### src/rtl/controle_cronometro_pkg.sv
// Shared definitions for the stopwatch blocks: FSM state encodings and default clock rates.
// Used by controle_cronometro, gerador_tick and the counter/display chain.
package controle_cronometro_pkg;

   localparam logic [1:0] ST_IDLE    = 2'b00;
   localparam logic [1:0] ST_RUNNING = 2'b01;
   localparam logic [1:0] ST_PAUSED  = 2'b10;
   localparam logic [1:0] ST_LAP     = 2'b11;

   localparam int CLK_HZ_DEF  = 50_000_000;
   localparam int TICK_HZ_DEF = 100;

   // Time advances only in RUNNING and LAP; LAP merely freezes the display.
   function automatic logic is_counting(input logic [1:0] st);
      return (st == ST_RUNNING) || (st == ST_LAP);
   endfunction

endpackage

### src/rtl/controle_cronometro_gerador_tick.sv
// gerador_tick: prescaler counting 0..DIV-1 while enabled; registered one-cycle wrap pulse.
// sync_zero restarts the sub-tick phase and wins over enable.
module gerador_tick
   import controle_cronometro_pkg::*;
#(
   parameter int DIV = CLK_HZ_DEF / TICK_HZ_DEF
) (
   input  logic clock,
   input  logic clear,
   input  logic enable,
   input  logic sync_zero,
   output logic wrap
);

   localparam int W = $clog2(DIV);
   localparam logic [W-1:0] LAST = W'(DIV - 1);

   logic [W-1:0] r_cnt;
   logic         r_wrap;

   always_ff @(posedge clock or posedge clear) begin
      if (clear) begin
         r_cnt  <= '0;
         r_wrap <= 1'b0;
      end else begin
         r_wrap <= 1'b0;
         if (sync_zero) begin
            r_cnt <= '0;
         end else if (enable) begin
            if (r_cnt == LAST) begin
               r_cnt  <= '0;
               r_wrap <= 1'b1;
            end else begin
               r_cnt <= r_cnt + 1'b1;
            end
         end
      end
   end

   assign wrap = r_wrap;

endmodule

### src/rtl/controle_cronometro.sv
// Stopwatch main sequencer: button pulses -> FSM, count tick, counter clear, display hold.
// Lap feature enabled by defining CRONO_LAP_EN; otherwise lap_pls is ignored.
module controle_cronometro
   import controle_cronometro_pkg::*;
#(
   parameter int CLK_HZ  = CLK_HZ_DEF,
   parameter int TICK_HZ = TICK_HZ_DEF
) (
   input  logic       clock,
   input  logic       clear,
   input  logic       start_stop_pls,
   input  logic       reset_pls,
   input  logic       lap_pls,
   output logic       tick_en,
   output logic       counter_clear,
   output logic       display_hold,
   output logic       running,
   output logic [1:0] state_out
);

   localparam int DIV = CLK_HZ / TICK_HZ;

   logic [1:0] r_state;
   logic [1:0] w_next_state;
   logic       r_hold;
   logic       w_next_hold;
   logic       w_do_clear;
   logic       r_clr;
   logic       r_run;
   logic       w_lap;
   logic       w_count_en;
   logic       w_tick;

`ifdef CRONO_LAP_EN
   assign w_lap = lap_pls;
`else
   logic w_lap_unused;
   assign w_lap_unused = lap_pls;
   assign w_lap        = 1'b0;
`endif

   // Priority reset > start_stop > lap falls out of the if/else order in each state.
   always_comb begin
      w_next_state = r_state;
      w_next_hold  = r_hold;
      w_do_clear   = 1'b0;
      case (r_state)
         ST_IDLE: begin
            if (reset_pls) begin
               w_do_clear  = 1'b1;
               w_next_hold = 1'b0;
            end else if (start_stop_pls) begin
               w_next_state = ST_RUNNING;
            end
         end
         ST_RUNNING: begin
            if (start_stop_pls) begin
               w_next_state = ST_PAUSED;
               w_next_hold  = 1'b0;
            end else if (w_lap) begin
               w_next_state = ST_LAP;
               w_next_hold  = 1'b1;
            end
         end
         ST_LAP: begin
            if (start_stop_pls) begin
               w_next_state = ST_PAUSED;
            end else if (w_lap) begin
               w_next_state = ST_RUNNING;
               w_next_hold  = 1'b0;
            end
         end
         ST_PAUSED: begin
            if (reset_pls) begin
               w_next_state = ST_IDLE;
               w_next_hold  = 1'b0;
               w_do_clear   = 1'b1;
            end else if (start_stop_pls) begin
               w_next_state = r_hold ? ST_LAP : ST_RUNNING;
            end else if (w_lap) begin
               w_next_hold = 1'b0;
            end
         end
         default: begin
            w_next_state = ST_IDLE;
            w_next_hold  = 1'b0;
         end
      endcase
   end

   // Count only on edges that stay inside the counting states, so the first tick lands
   // DIV cycles after entering RUNNING and a resume keeps the stored phase.
   assign w_count_en = is_counting(r_state) && is_counting(w_next_state);

   gerador_tick #(
      .DIV(DIV)
   ) u_gerador_tick (
      .clock    (clock),
      .clear    (clear),
      .enable   (w_count_en),
      .sync_zero(w_do_clear),
      .wrap     (w_tick)
   );

   always_ff @(posedge clock or posedge clear) begin
      if (clear) begin
         r_state <= ST_IDLE;
         r_hold  <= 1'b0;
         r_clr   <= 1'b0;
         r_run   <= 1'b0;
      end else begin
         r_state <= w_next_state;
         r_hold  <= w_next_hold;
         r_clr   <= w_do_clear;
         r_run   <= is_counting(w_next_state);
      end
   end

   assign tick_en       = w_tick;
   assign counter_clear = r_clr;
   assign display_hold  = r_hold;
   assign running       = r_run;
   assign state_out     = r_state;

endmodule
### config.mk
export PLATFORM = sky130hd
export DESIGN_NAME = controle_cronometro
export DESIGN_NICKNAME = d
export VERILOG_FILES = /design/src/rtl/controle_cronometro_pkg.sv /design/src/rtl/controle_cronometro_gerador_tick.sv /design/src/rtl/controle_cronometro.sv
export SDC_FILE = /design/constraint.sdc
export NUM_CORES = 1
export LEC_CHECK = 0
export CAP_MARGIN = 20
export CORE_MARGIN = 5
export CORE_UTILIZATION = 50
export DETAILED_ROUTE_END_ITERATION = 16
export PLACE_DENSITY = 0.72
export SLEW_MARGIN = 20
export SYNTH_ARGS = -nofsm -noshare
export SYNTH_HDL_FRONTEND = slang
export SYNTH_SLANG_ARGS = --single-unit
### constraint.sdc
create_clock -name clock -period 1.82 [get_ports clock]
set_input_delay 0.364 -clock clock [delete_from_list [all_inputs] [get_ports clock]]
set_output_delay 0.364 -clock clock [all_outputs]
set_load 0.02 [all_outputs]
# After elaboration in Yosys (flattened, before gate mapping)
# Index checks and enable logic that the tools add are counted.
dict set report totals {
  output_inout_bits 6
  ff_bits 25
  inputBits 5
  latch_bits 0
  n_memories 0
  word_cells 42
  ram_bits 0
  rom_bits 0
}
dict set report op_classes {
  n_shift 0
  reduce_logical 8
  mux 18
  addsub 1
  n_div 0
  order_cmp 0
  n_bitwise 1
  eq_ne 8
  multipliers 0
}
# op count
set op_table {}
lappend op_table {{19-bit 2-to-1 mux} 3}
lappend op_table {{19-bit by 1-bit adder with 19-bit output, second input constant} 1}
lappend op_table {{19-bit == test, second input constant} 1}
lappend op_table {{2-bit 2-to-1 mux} 6}
lappend op_table {{1-bit 2-to-1 mux} 7}
lappend op_table {{2-bit == test, second input constant} 3}
lappend op_table {{2-bit case mux with 3 select lines} 1}
lappend op_table {{2-bit by 1-bit == test with 1-bit output, second input constant} 2}
lappend op_table {{2-bit OR reduction} 2}
lappend op_table {{3-bit AND reduction} 1}
lappend op_table {{2-bit zero test} 1}
lappend op_table {{1-bit logical OR} 2}
lappend op_table {{2-bit by 1-bit inequality test with 1-bit output, second input constant} 1}
lappend op_table {{2-bit inequality test, second input constant} 1}
lappend op_table {{1-bit case mux with 2 select lines} 1}
lappend op_table {{2-bit nonzero test} 1}
lappend op_table {{1-bit logical AND} 1}
lappend op_table {{1-bit inverter} 1}

# Depth between registers and ports, before layout
dict set report logic_depth {
  word_depth 9
  mapped_depth 6
  ltp_nobuf 5
}

# Hierarchy
# Synthesis repeated with hierarchy kept, for this count alone.
dict set report hier_totals {
  cells_unflattened 129
  hier_area_um2 1275.0
}
# mod area_each_um2 cells_each seq_area_each_um2 n_inst
set modules_own_cells {}
lappend modules_own_cells {gerador_tick 1113.6 115 500.5 1}
lappend modules_own_cells {controle_cronometro 161.4 14 100.1 1}

# Least setup slack after synthesis
# Ideal clock, no wire load.
dict set report synth_path {
  kind {flip-flop to flip-flop}
  start {register r_state[0] (netlist: state_out[0])}
  end {register u_gerador_tick.r_cnt[16]}
  stages_incl_launch_ff 6
  setup_ns 0.077
  period_less_slack_ns 1.952
  t_arrival_ns 1.875
  n_path_buf 1
  required_time_ns 1.743
  setup_slack_ns -0.132
  cell_sequence {dfrtp_1 -> nand2b_1 -> buf_6 -> a2111o_1 -> or4_1 -> a21oi_1}
}
dict set report synth_between {
  elab_chain_len 7
  word_cells_on_any_way 20
  cone_classes {eq/ne (5); mux (8); reduce/logical (7)}
}
# item line_no
set synth_rtl {}
lappend synth_rtl {{start: declaration} controle_cronometro.sv:23} ;# logic [1:0] r_state;
lappend synth_rtl {{start signal: assignment} controle_cronometro.sv:112} ;# r_state <= w_next_state;
lappend synth_rtl {{2-bit by 1-bit == test with 1-bit output (tied with other cells)} {controle_cronometro_pkg.sv:15, controle_cronometro.sv:47}}
lappend synth_rtl {{2-bit OR reduction (no line) (tied with other cells)} -}
lappend synth_rtl {{2-bit case mux with 3 select lines} controle_cronometro.sv:47} ;# case (r_state)
lappend synth_rtl {{2-bit by 1-bit == test with 1-bit output or 2-bit == test (tied branches)} controle_cronometro_pkg.sv:15} ;# return (st == ST_RUNNING) || (st == ST_LAP);
lappend synth_rtl {{1-bit logical OR} controle_cronometro_pkg.sv:15}
lappend synth_rtl {{1-bit logical AND} controle_cronometro.sv:93} ;# assign w_count_en = is_counting(r_state) && is_counting(w_next_state);
lappend synth_rtl {{2-bit nonzero test (no line)} -}
lappend synth_rtl {{end signal: assignment} controle_cronometro_gerador_tick.sv:34} ;# r_cnt <= r_cnt + 1'b1;
lappend synth_rtl {{end: declaration} controle_cronometro_gerador_tick.sv:18} ;# logic [W-1:0] r_cnt;
# Several ways; a longest one is shown, not always the timed one.
# A chain may end at the register's enable or synchronous reset.

# Final worst setup path
dict set report layout_path {
  start {register u_gerador_tick.r_cnt[1]}
  end {register u_gerador_tick.r_cnt[16]}
}
dict set report layout_between {
  elab_chain_len 4
  word_cells_on_any_way 5
  cone_classes {add/sub (1); eq/ne (1); mux (3)}
}
# item line_no
set layout_rtl {}
lappend layout_rtl {{19-bit by 1-bit adder with 19-bit output or 19-bit == test (tied branches)} {controle_cronometro_gerador_tick.sv:34, controle_cronometro_gerador_tick.sv:30}}
lappend layout_rtl {{19-bit 2-to-1 mux *} controle_cronometro_gerador_tick.sv:30} ;# if (r_cnt == LAST) begin
lappend layout_rtl {{19-bit 2-to-1 mux *} controle_cronometro_gerador_tick.sv:29} ;# end else if (enable) begin
lappend layout_rtl {{19-bit 2-to-1 mux *} controle_cronometro_gerador_tick.sv:27} ;# if (sync_zero) begin
# Every way passes the cells marked *; elsewhere a longest branch is shown, timed or not. The select of a mux whose other input is x is not followed.

==> results.toml <==
[power_and_ir_drop]
peakVddDrop_uv = 470
p_leak_uw = 0.000657
power_density_mw_per_mm2 = 621

[synthesis]
yosysMostFrequentCell = "dfrtp_1"
ys_seq_area_share_pct = 48.2
yosys.area.top_type = "dfrtp_1"
synth_nets = 130
yosysWarnings = 0
synthDistinctLibCells = 29
netlist_top_cells_count = "23 x dfrtp_1, 13 x o21ai_0, 10 x a21oi_1, 10 x nor2_1, 8 x nand2_1"
synthFlopType = "dfrtp_1"
syn_area_mm2 = 0.00119
yosys-top-cells-area = "dfrtp_1 48%, o21ai_0 5.5%, a21oi_1 4.2%"
ys_seq_elements = 23
synth_edf_count = 0
postSynthAreaPerCell_um2 = 9.63
synth_top_area_share_pct = 48.2
syn_inst = 124
async_flop_share_pct = 100

[worst_setup_path]
r2r_slack_ns = 0.02
max_stage_delay_ns = 0.57
setup.worst_path.start_class = "flip-flop"
critPathCaptureType = "flip-flop"
regToRegStartpoint = "u_gerador_tick.r_cnt[1]"
path_class = "reg2reg"
arrival_ns = 2.01
path_cells = "ha_4, nand2_4, or4_4, o31ai_4, buf_12, a21oi_1"
rr_worst_depth = 6
crit_fanout = 14
cp.required_ns = 2.03
worstReg2RegEnd = "u_gerador_tick.r_cnt[16]"
crit_family = "simple AND/OR/NAND/NOR gates"
slowest_stage = "or4_4"
path_buf_inv = 1

[clock_network]
cts_hold_buf = 0
clkTransAtPathRegs_ns = 0.13
tritoncts = "done"
numCtsBuffers = 3
clkSinkCount = 23
cts_root_buf = "clkbuf_4"
clk_latency_ns = 0.32
cts_htree_levels = 1
cts_max_path_buffers = 2

[global_routing]
grt_max_degree = 24
globalRouteOverflowTotal = 0
antenna_found_initial = 0
grt_pass1_vias = 1022
grt_pass1_wl_um = 4500
track_usage_pct = 17.0

[sta]
period_share_pct = 98.8
setup-violations-final = 0
fmax_mhz = 556
post-route-min-period_ns = 1.80
fin_ws_ns = 0.0218
rsz0062_at_grt = "yes"
slew_violations = 0
hold_viol = 0
finalClockSkew_ns = 0.000624

[job]
maxCapViolations = 0

[floorplan]
num_rows = 17
die_area_mm2 = 0.00346
fp.dieH_um = 58.9
start_util_pct = 52.9
core_mm2 = 0.00225
dieWidth_um = 58.9
io-pin-count = 11

[finish]
fill_cells = 176
synthToLayoutAreaGrowth_pct = 29.2
multi_input_area_um2 = 598
fin_nets = 161
drive_gt1_share_pct = 24.0
diodes = 0
design_area_mm2 = 0.00154
seq_area_um2 = 578
final_core_util_pct = 68.4

[routing]
ant_nets = 0
vias = 1031
totalWireLength_um = 2610
wl_per_cell_um = 14.3
drc_errors = 0
via_per_inst = 5.66
drt-initial-drc-count = 27
dr.pass1.iters = 4

[run_status]
status = "finished, final reports clean"

[placement]
preCtsSetupSlack_ns = -0.306
place_area_mm2 = 0.00144
gp_congestion = 0.796
port_buffers = 8
hpwl_um = 1860

[worst_hold_path]
hold_path_class = "in2async"
==> final cells by class <==
class	count	share of cell area [%]
inverter	6	1.46
timing repair buffer	31	18.2
tap	28	2.27
multi-input combinational	90	38.8
clock buffer	3	1.46
sequential	23	37.5
clock inverter	1	0.324
==> timing repair <==
item	in CTS	in global routing
cloned	0	0
buffers inserted	0	2
gates resized for setup	2	13
setup endpoints to repair	17	19
pin swaps	1	5
==> how the worst max path moves through the flow <==
stage                                        from                       end  slack (ns)  cells past startpoint
after floorplan                      state_out[0]  u_gerador_tick.r_cnt[16]       -0.09                      5
after global placement             start_stop_pls  u_gerador_tick.r_cnt[10]       -0.29                      6
after detailed placement           start_stop_pls  u_gerador_tick.r_cnt[11]       -0.31                      6
after CTS                            state_out[0]              state_out[0]       0.008                      2
after global routing      u_gerador_tick.r_cnt[1]  u_gerador_tick.r_cnt[16]       -0.05                      6
final                     u_gerador_tick.r_cnt[1]  u_gerador_tick.r_cnt[16]        0.02                      6
==> worst min-delay path, cell delays in order <==
cell,delay (ns)
clkdlybuf4s50_1,0.39
inv_1,0.05
buf_4,0.28
==> registers in the layout, summed over array words and instances, names as in the netlist <==
signal / cells
state_out: 2
u_gerador_tick.r_cnt: 19
counter_clear: 1
u_gerador_tick.wrap: 1
==> layout by cell type (no fill, tap or decap), types with 2 or more instances in the layout <==
cell type and n:
a2111o_1 2, a211oi_1 3, a21oi_1 8, a21oi_2 2
buf_4 19, buf_6 3, clkbuf_4 3, clkdlybuf4s50_1 6
dfrtp_1 21, dfrtp_2 2, dlymetal6s2s_1 2, inv_1 6
nand2_1 7, nand2b_4 2, nand3_1 7, nand4_1 4
nor2_1 10, o21ai_0 12, o31ai_1 2, or3_1 7
or4_1 3, xnor2_1 5, xor2_1 2
==> per-layer routing <==
metal / routed length, um / up-vias / global-route usage (%)
met5: 0 / - / 0
met4: 44 / 0 / 6.80
met3: 90 / 5 / 3.29
met2: 1290 / 18 / 29.2
met1: 1180 / 495 / 20.9
li1: - / 513 / -
==> per-stage QoR <==
step / hold slack [ns] / setup TNS (ns) / std cells / power (uW)
2_1_floorplan: 0.366 / -0.163 / 124 / 632
3_3_place_gp: 0.489 / -2.48 / 176 / 700
3_5_place_dp: 0.499 / -2.77 / 176 / 705
4_1_cts: 0.378 / 0 / 180 / 946
5_1_grt: 0.379 / -0.365 / 182 / 1010
6_report: 0.370 / 0 / 182 / 958
==> report_power, final <==
group | total, uW | internal (uW) | switching [uW]
clock network | 244 | 82.4 | 161
logic | 173 | 87.0 | 86.3
registers | 541 | 527 | 14.0
==> cells by family after synthesis <==
group	count (synthesis)	share of synthesized area, %
other	1	0.314
buffers and inverters	11	5.66
DFF	23	48.2
adders and majority gates	1	1.05
and+or+nand+nor	48	22.2
AOI/OAI and AO/OA	33	17.4
xor gates and xnor gates	7	5.14
(Power assumes the default switching activity.)
